--- src/rtl/led_sequencer.sv ---
// led_sequencer: display stage behind the game controller.
// Shows each accepted colour for a speed-dependent on-time followed by a
// blank gap. It also plays the all-LED blink pattern requested on
// victory/defeat. Completion is reported with a one-cycle done pulse.
//
// Ports:
//   clk         system clock, rising edge
//   rst         synchronous active-high reset
//   speed       0 = slow, 1 = fast; sampled only when an item is accepted
//   show_valid  controller presents an item
//   show_item   colour pattern to display
//   show_ready  high while idle (item can be accepted)
//   flash_req   request the all-LED blink pattern (wins over show_valid)
//   busy        high in any state other than idle
//   done        one-cycle pulse when a show or flash sequence completes
//   leds        registered LED drive
module led_sequencer #(
  parameter int unsigned DATA_WIDTH     = 4,
  parameter int unsigned CNT_WIDTH      = 24,
  parameter int unsigned ON_CYCLES_SLOW = 12_000_000,
  parameter int unsigned ON_CYCLES_FAST = 6_000_000,
  parameter int unsigned GAP_CYCLES     = 3_000_000,
  parameter int unsigned FLASH_CYCLES   = 6_000_000,
  parameter int unsigned FLASH_COUNT    = 3
) (
  input  logic                  clk,
  input  logic                  rst,
  input  logic                  speed,
  input  logic                  show_valid,
  input  logic [DATA_WIDTH-1:0] show_item,
  output logic                  show_ready,
  input  logic                  flash_req,
  output logic                  busy,
  output logic                  done,
  output logic [DATA_WIDTH-1:0] leds
);

  localparam int unsigned PAIR_W = $clog2(FLASH_COUNT + 1);

  // Counter reload values: a phase ends when cnt is 0 at an edge, so
  // loading duration-1 makes each phase last exactly its duration.
  localparam logic [CNT_WIDTH-1:0] LD_SLOW  = CNT_WIDTH'(ON_CYCLES_SLOW - 1);
  localparam logic [CNT_WIDTH-1:0] LD_FAST  = CNT_WIDTH'(ON_CYCLES_FAST - 1);
  localparam logic [CNT_WIDTH-1:0] LD_GAP   = CNT_WIDTH'(GAP_CYCLES - 1);
  localparam logic [CNT_WIDTH-1:0] LD_FLASH = CNT_WIDTH'(FLASH_CYCLES - 1);
  localparam logic [PAIR_W-1:0]    PAIRS    = PAIR_W'(FLASH_COUNT);

  typedef enum logic [2:0] {
    IDLE      = 3'd0,
    SHOW_ON   = 3'd1,
    SHOW_GAP  = 3'd2,
    FLASH_ON  = 3'd3,
    FLASH_OFF = 3'd4
  } state_t;

  state_t                state_q, state_d;
  logic [CNT_WIDTH-1:0]  cnt_q, cnt_d;
  logic [PAIR_W-1:0]     pair_q, pair_d;
  logic [DATA_WIDTH-1:0] leds_q, leds_d;
  logic                  done_q, done_d;
  logic                  expired;

  assign expired = (cnt_q == '0);

  // State and datapath registers.
  always_ff @(posedge clk) begin
    if (rst) begin
      state_q <= IDLE;
      cnt_q   <= '0;
      pair_q  <= '0;
      leds_q  <= '0;
      done_q  <= 1'b0;
    end else begin
      state_q <= state_d;
      cnt_q   <= cnt_d;
      pair_q  <= pair_d;
      leds_q  <= leds_d;
      done_q  <= done_d;
    end
  end

  // Next-state and next-output logic.
  always_comb begin
    state_d = state_q;
    cnt_d   = cnt_q;
    pair_d  = pair_q;
    leds_d  = leds_q;
    done_d  = 1'b0;

    unique case (state_q)
      IDLE: begin
        leds_d = '0;
        if (flash_req) begin
          state_d = FLASH_ON;
          leds_d  = '1;
          cnt_d   = LD_FLASH;
          pair_d  = PAIR_W'(1);
        end else if (show_valid) begin
          // The item and its on-time are captured here; later speed
          // changes cannot affect the item in progress.
          state_d = SHOW_ON;
          leds_d  = show_item;
          cnt_d   = speed ? LD_FAST : LD_SLOW;
        end
      end

      SHOW_ON: begin
        if (flash_req) begin
          state_d = FLASH_ON;
          leds_d  = '1;
          cnt_d   = LD_FLASH;
          pair_d  = PAIR_W'(1);
        end else if (expired) begin
          state_d = SHOW_GAP;
          leds_d  = '0;
          cnt_d   = LD_GAP;
        end else begin
          cnt_d = cnt_q - CNT_WIDTH'(1);
        end
      end

      SHOW_GAP: begin
        if (flash_req) begin
          state_d = FLASH_ON;
          leds_d  = '1;
          cnt_d   = LD_FLASH;
          pair_d  = PAIR_W'(1);
        end else if (expired) begin
          state_d = IDLE;
          done_d  = 1'b1;
        end else begin
          cnt_d = cnt_q - CNT_WIDTH'(1);
        end
      end

      FLASH_ON: begin
        if (expired) begin
          state_d = FLASH_OFF;
          leds_d  = '0;
          cnt_d   = LD_FLASH;
        end else begin
          cnt_d = cnt_q - CNT_WIDTH'(1);
        end
      end

      FLASH_OFF: begin
        if (expired) begin
          // pair_q holds the number of pairs started so far.
          if (pair_q < PAIRS) begin
            state_d = FLASH_ON;
            leds_d  = '1;
            cnt_d   = LD_FLASH;
            pair_d  = pair_q + PAIR_W'(1);
          end else begin
            state_d = IDLE;
            pair_d  = '0;
            done_d  = 1'b1;
          end
        end else begin
          cnt_d = cnt_q - CNT_WIDTH'(1);
        end
      end

      default: begin
        state_d = IDLE;
        cnt_d   = '0;
        pair_d  = '0;
        leds_d  = '0;
      end
    endcase
  end

  assign show_ready = (state_q == IDLE);
  assign busy       = ~show_ready;
  assign done       = done_q;
  assign leds       = leds_q;

endmodule
--- config.mk ---
export PLATFORM = sky130hd
export DESIGN_NAME = led_sequencer
export DESIGN_NICKNAME = d
export VERILOG_FILES = /design/src/rtl/led_sequencer.sv
export SDC_FILE = /design/constraint.sdc
export NUM_CORES = 1
export LEC_CHECK = 0
export BUFFER_PORTS_ARGS = -buffer_cell sky130_fd_sc_hd__buf_4
export CORE_ASPECT_RATIO = 0.75
export CORE_UTILIZATION = 38
export DETAILED_ROUTE_END_ITERATION = 12
export PLACE_DENSITY = 0.64
export SLEW_MARGIN = 0
export SYNTH_ARGS = -nofsm -noshare
export SYNTH_HDL_FRONTEND = slang
export SYNTH_SLANG_ARGS = --single-unit
--- constraint.sdc ---
create_clock -name clk -period 5.4 [get_ports clk]
set_clock_uncertainty 0.1 [all_clocks]
set_input_delay 0.54 -clock clk [delete_from_list [all_inputs] [get_ports clk]]
set_output_delay 0.54 -clock clk [all_outputs]
set_load 0.03 [all_outputs]
After elaboration in Yosys (flattened, before gate mapping)

Cells that the tools add are included.
W data, S select, Z words.

Output and inout port bits: 7
Logic and storage cells: 69
Input port bits: 9
Flip-flop bits (word level): 34

Equal/unequal tests: 14
Add/sub/neg operators: 2
Multiplexer cells: 38
Reduce and logical (&&, ||, !) cells: 7
Order comparisons: 1
Bitwise operators: 2

Operators with widths:

| cell                    | count |
|---|---|
| $mux W24                | 10 |
| $pmux W24 S5            | 1 |
| $mux W4                 | 7 |
| $logic_not A24 Y1       | 1 |
| $mux W3                 | 8 |
| $sub A24 B1 Y24 const B | 1 |
| $pmux W4 S5             | 1 |
| $pmux W3 S5             | 1 |
| $ne A3 B3 Y1 const B    | 4 |
| $reduce_and A3 Y1       | 3 |
| $mux W2                 | 4 |
| $ne A2 B2 Y1 const B    | 4 |
| $eq A3 B2 Y1 const B    | 2 |
| $pmux W2 S3             | 1 |
| $reduce_and A5 Y1       | 1 |
| $mux W1                 | 4 |
| $eq A3 B1 Y1 const B    | 1 |
| $eq A3 B3 Y1 const B    | 1 |
| $logic_not A3 Y1        | 1 |
| $ne A3 B2 Y1 const B    | 1 |
| $reduce_or A3 Y1        | 1 |
| $add A2 B1 Y2 const B   | 1 |
| $lt A2 B2 Y1 const B    | 1 |
| $ne A2 B1 Y1 const B    | 1 |
| 2 further kinds         | 3 |

Logic depth before layout (Yosys ltp)

Depth after elaboration: 4
Depth in mapped cells: 10
Mapped depth without buffers: 8

Worst setup path before layout

OpenSTA, ideal clock, no wires.

Path kind: reg-to-reg
Start: register cnt_q[0]
End: register cnt_q[19]
Stages on the path, launching flop included: 9
Path buffers: 2
Setup time: 0.117 ns
Data arrival time: 2.465 ns
Data required time: 5.183 ns
Slack: 2.718 ns
Clock period less this slack: 2.682 ns
Path through: dfxtp_1 > or4_1 > buf_2 > or3_1 > buf_2 > o31ai_2 > a41oi_1 > or4b_1 > a22o_1

Longest elaborated chain between the ends: 4
Elaborated cells on any way between the ends: 12
Those cells by class: add/sub (1); eq/ne (2); mux (7); reduce/logical (2)

RTL lines:

| item                                                 | RTL line | source |
|---|---|---|
| from (decl)                                          | 57       | `logic [CNT_WIDTH-1:0] cnt_q, cnt_d;` |
| from (signal assigned)                               | 75       | `cnt_q <= cnt_d;` |
| $sub A24 B1 Y24 or $logic_not A24 Y1 (tied branches) | n/a      |  |
| $mux W24, on equally long branches                   | 128, 113 |  |
| $mux W24, on equally long branches                   | 123, 108 |  |
| $pmux W24 S5                                         | 90       | `unique case (state_q)` |

Several ways; a longest one is shown, not always the timed one. The select of a mux whose other input is x is not followed.
A chain may end at the register's enable or synchronous reset.

Final worst setup path

Start: register cnt_q[0]
End: register cnt_q[12]

Same word-level chain as after synthesis.

==> results.tsv <==
metric	value	unit
share of the synthesized area in the top cell type	29.5	%
critical path launch point type	register	
First-pass DRT Iterations	6	
Nets	339	
Multi-input gate area	1530	sq um
Worst path slowest cell	nor4b_1	
first-pass GRT wire length	11400	um
n_diodes	0	
Seq/Total Area, Yosys	29.5	%
vias per inst	6.31	
crit path max fanout	20	
yosys warns	0	
Post-route DRC	0	
Setup TNS	0	ps
largest net degree at the start of global routing	30	
Post-CTS Setup Bufs	0	
DR WL/cell	17.4	um
Netlist cell types	58	
Worst Max-Slew Pin Slew	841	ps
Max VDD drop	0.145	mV
DP Area	2450	sq um
final design instance area without fill	2540	sq um
critical path buffer and inverter count	1	
CP arrival	3420	ps
initial DRC count	253	
vias in the first global route	2183	
Vias	2570	
CTS clk-pin slew, worst paths	70	ps
Total Routing Usage GR	22.6	%
crit path cell chain	inv_1 -> ha_1 -> nor4b_1 -> nand4_1 -> or3_1 -> nand2_1 -> nor2_1 -> a221o_1	
family with the most delay on the worst path	simple AND/OR/NAND/NOR gates	
I/O pins	16	
die width	92.0	um
Slew Limit Fails	0	
Placer Congestion	0.974	
syn_area_per_cell	7.13	sq um
Syn Inst Count	324	
most frequent cells after synthesis	nor2_1, nand2_1, dfxtp_1	
Die Y-Extent	69.5	um
clock latency on the worst-skew pair	300	ps
Tmin final	3330	ps
clock sink count	34	
Layout Utilization	43.6	%
final setup vio count	0	
Leak	0.000908	uW
Layout fillers	590	
Area growth, synth to finish	10.1	%
Final Hold Viols	0	
Primary FF master, synth	dfxtp_1	
hold buffer count at CTS	0	
total power	829	uW
Synth area leaders	dfxtp_1, nor2_1, a21oi_1, nand2_1, a31oi_1	
layout cells sized above 1	9.12	%
antenna viol nets, final	0	
half-perimeter wire length after placement	5100	um
status	completed	
total core area	5830	sq um
Crit path largest cell delay	630	ps
Worst Setup Path Type	register to register	
CTS Buf Count	5	
Synth area leader	dfxtp_1	
ys async rst share	0	%
RSZ-0062 raised after global routing	false	
EDFF count, synth	0	
min-delay worst type	register to register	
total number of H-tree levels	2	
Mapped Nets	335	
worst slew margin relative to its limit	43.4	%
Clk Tree Root Cell	clkbuf_8	
most common cell in the netlist	nor2_1	
Syn Std Cell Area	2310	sq um
CTS tree	done	
Max Freq	300	MHz
CTS max path bufs	2	
Reg area	681	sq um
WL final	7090	um
register bit total from synthesis	34	
max_cap viols	0	
CP Capture Type	register	
Tcrit/Tclk final	61.7	%
PwrDens	326	nW/um^2
initial antenna violation count	0	
Port Buffers	15	
die area	6400	sq um
critical path data required time	5490	ps
gr ovfl total	0	
row count	24	
Initial Utilization	39.6	%
PostCTS Resize Cnt	0	
## path summary, 6_finish.rpt
| path | from | endpoint | slack (ps) | depth (start not counted) |
|---|---|---|---|---|
| worst max register to register | cnt_q[0] | cnt_q[12] | 2070 | 8 |
| worst max-delay path | cnt_q[0] | cnt_q[12] | 2070 | 8 |
| worst min-delay path | leds[1] | leds[1] | 370 | 1 |
| worst min register to register | leds[1] | leds[1] | 370 | 1 |
## routing by layer
layer  routed length [um]  GRT usage (%)  share of wire, %
met5                    0              0                 0
met4                  127           6.08               1.8
met3                  702           6.25               9.9
met2                 2730           29.4                39
met1                 3520           35.4                50
## worst reg2reg max path, stage by stage (launching register included)
cell	delay, ps
dfxtp_1	350
inv_1	70
ha_1	190
nor4b_1	630
nand4_1	340
or3_1	450
nand2_1	530
nor2_1	230
a221o_1	330
## stage by stage
stage | setup WS, ps | hold WS (ps) | cells
finish | 2070 | 372 | 407
global route | 1790 | 387 | 407
CTS | 2080 | 376 | 407
detailed placement | 2090 | 354 | 399
floorplan | 2720 | 353 | 324
global placement | 2220 | 350 | 399
## flip-flops by register name, summed over array words and instances (netlist names)
| name | flops |
|---|---|
| done | 1 |
| state_q | 3 |
| cnt_q | 24 |
| pair_q | 2 |
| leds | 4 |
## layout make-up
| class | count | area share [%] |
|---|---|---|
| Multi-Input combinational cell | 264 | 60.0 |
| Tap cell | 78 | 3.84 |
| Timing Repair Buffer | 16 | 4.72 |
| Clock inverter | 1 | 0.197 |
| Inverter | 7 | 1.03 |
| Sequential cell | 34 | 26.8 |
| Clock buffer | 7 | 3.40 |
## where the power goes
group	internal, uW	switching [uW]	total [uW]	leakage, uW
registers	285	52.1	337	0.000282
logic	107	181	288	0.000578
clock network	103	101	204	0.0000482
total	495	334	829	0.000908
## cells by family after synthesis
group,synth area share [%]
compound gates,32.4
buf+inv,4.44
flops,29.5
simple gates,31.0
mux,0.433
xor+xnor,1.14
fa+ha+maj,1.08
## layout by cell type, fill, tap and decap left out, types with 3 or more instances in the layout
master and count:
a211oi_1 3, a21oi_1 27, a22o_1 4, a311oi_1 4, a31oi_1 15, buf_4 16, clkbuf_8 6, dfxtp_1 34
inv_1 7, nand2_1 36, nand2b_1 8, nand3_1 12, nor2_1 42, nor2b_1 3, nor3_1 10, nor4_1 7
o21ai_0 16, o21ai_1 3, o2bb2ai_1 4, o31a_1 3, o31ai_1 7, or2_2 4, or3_1 8, or4_1 3
Note: power is estimated with default switching activity, not from simulation.
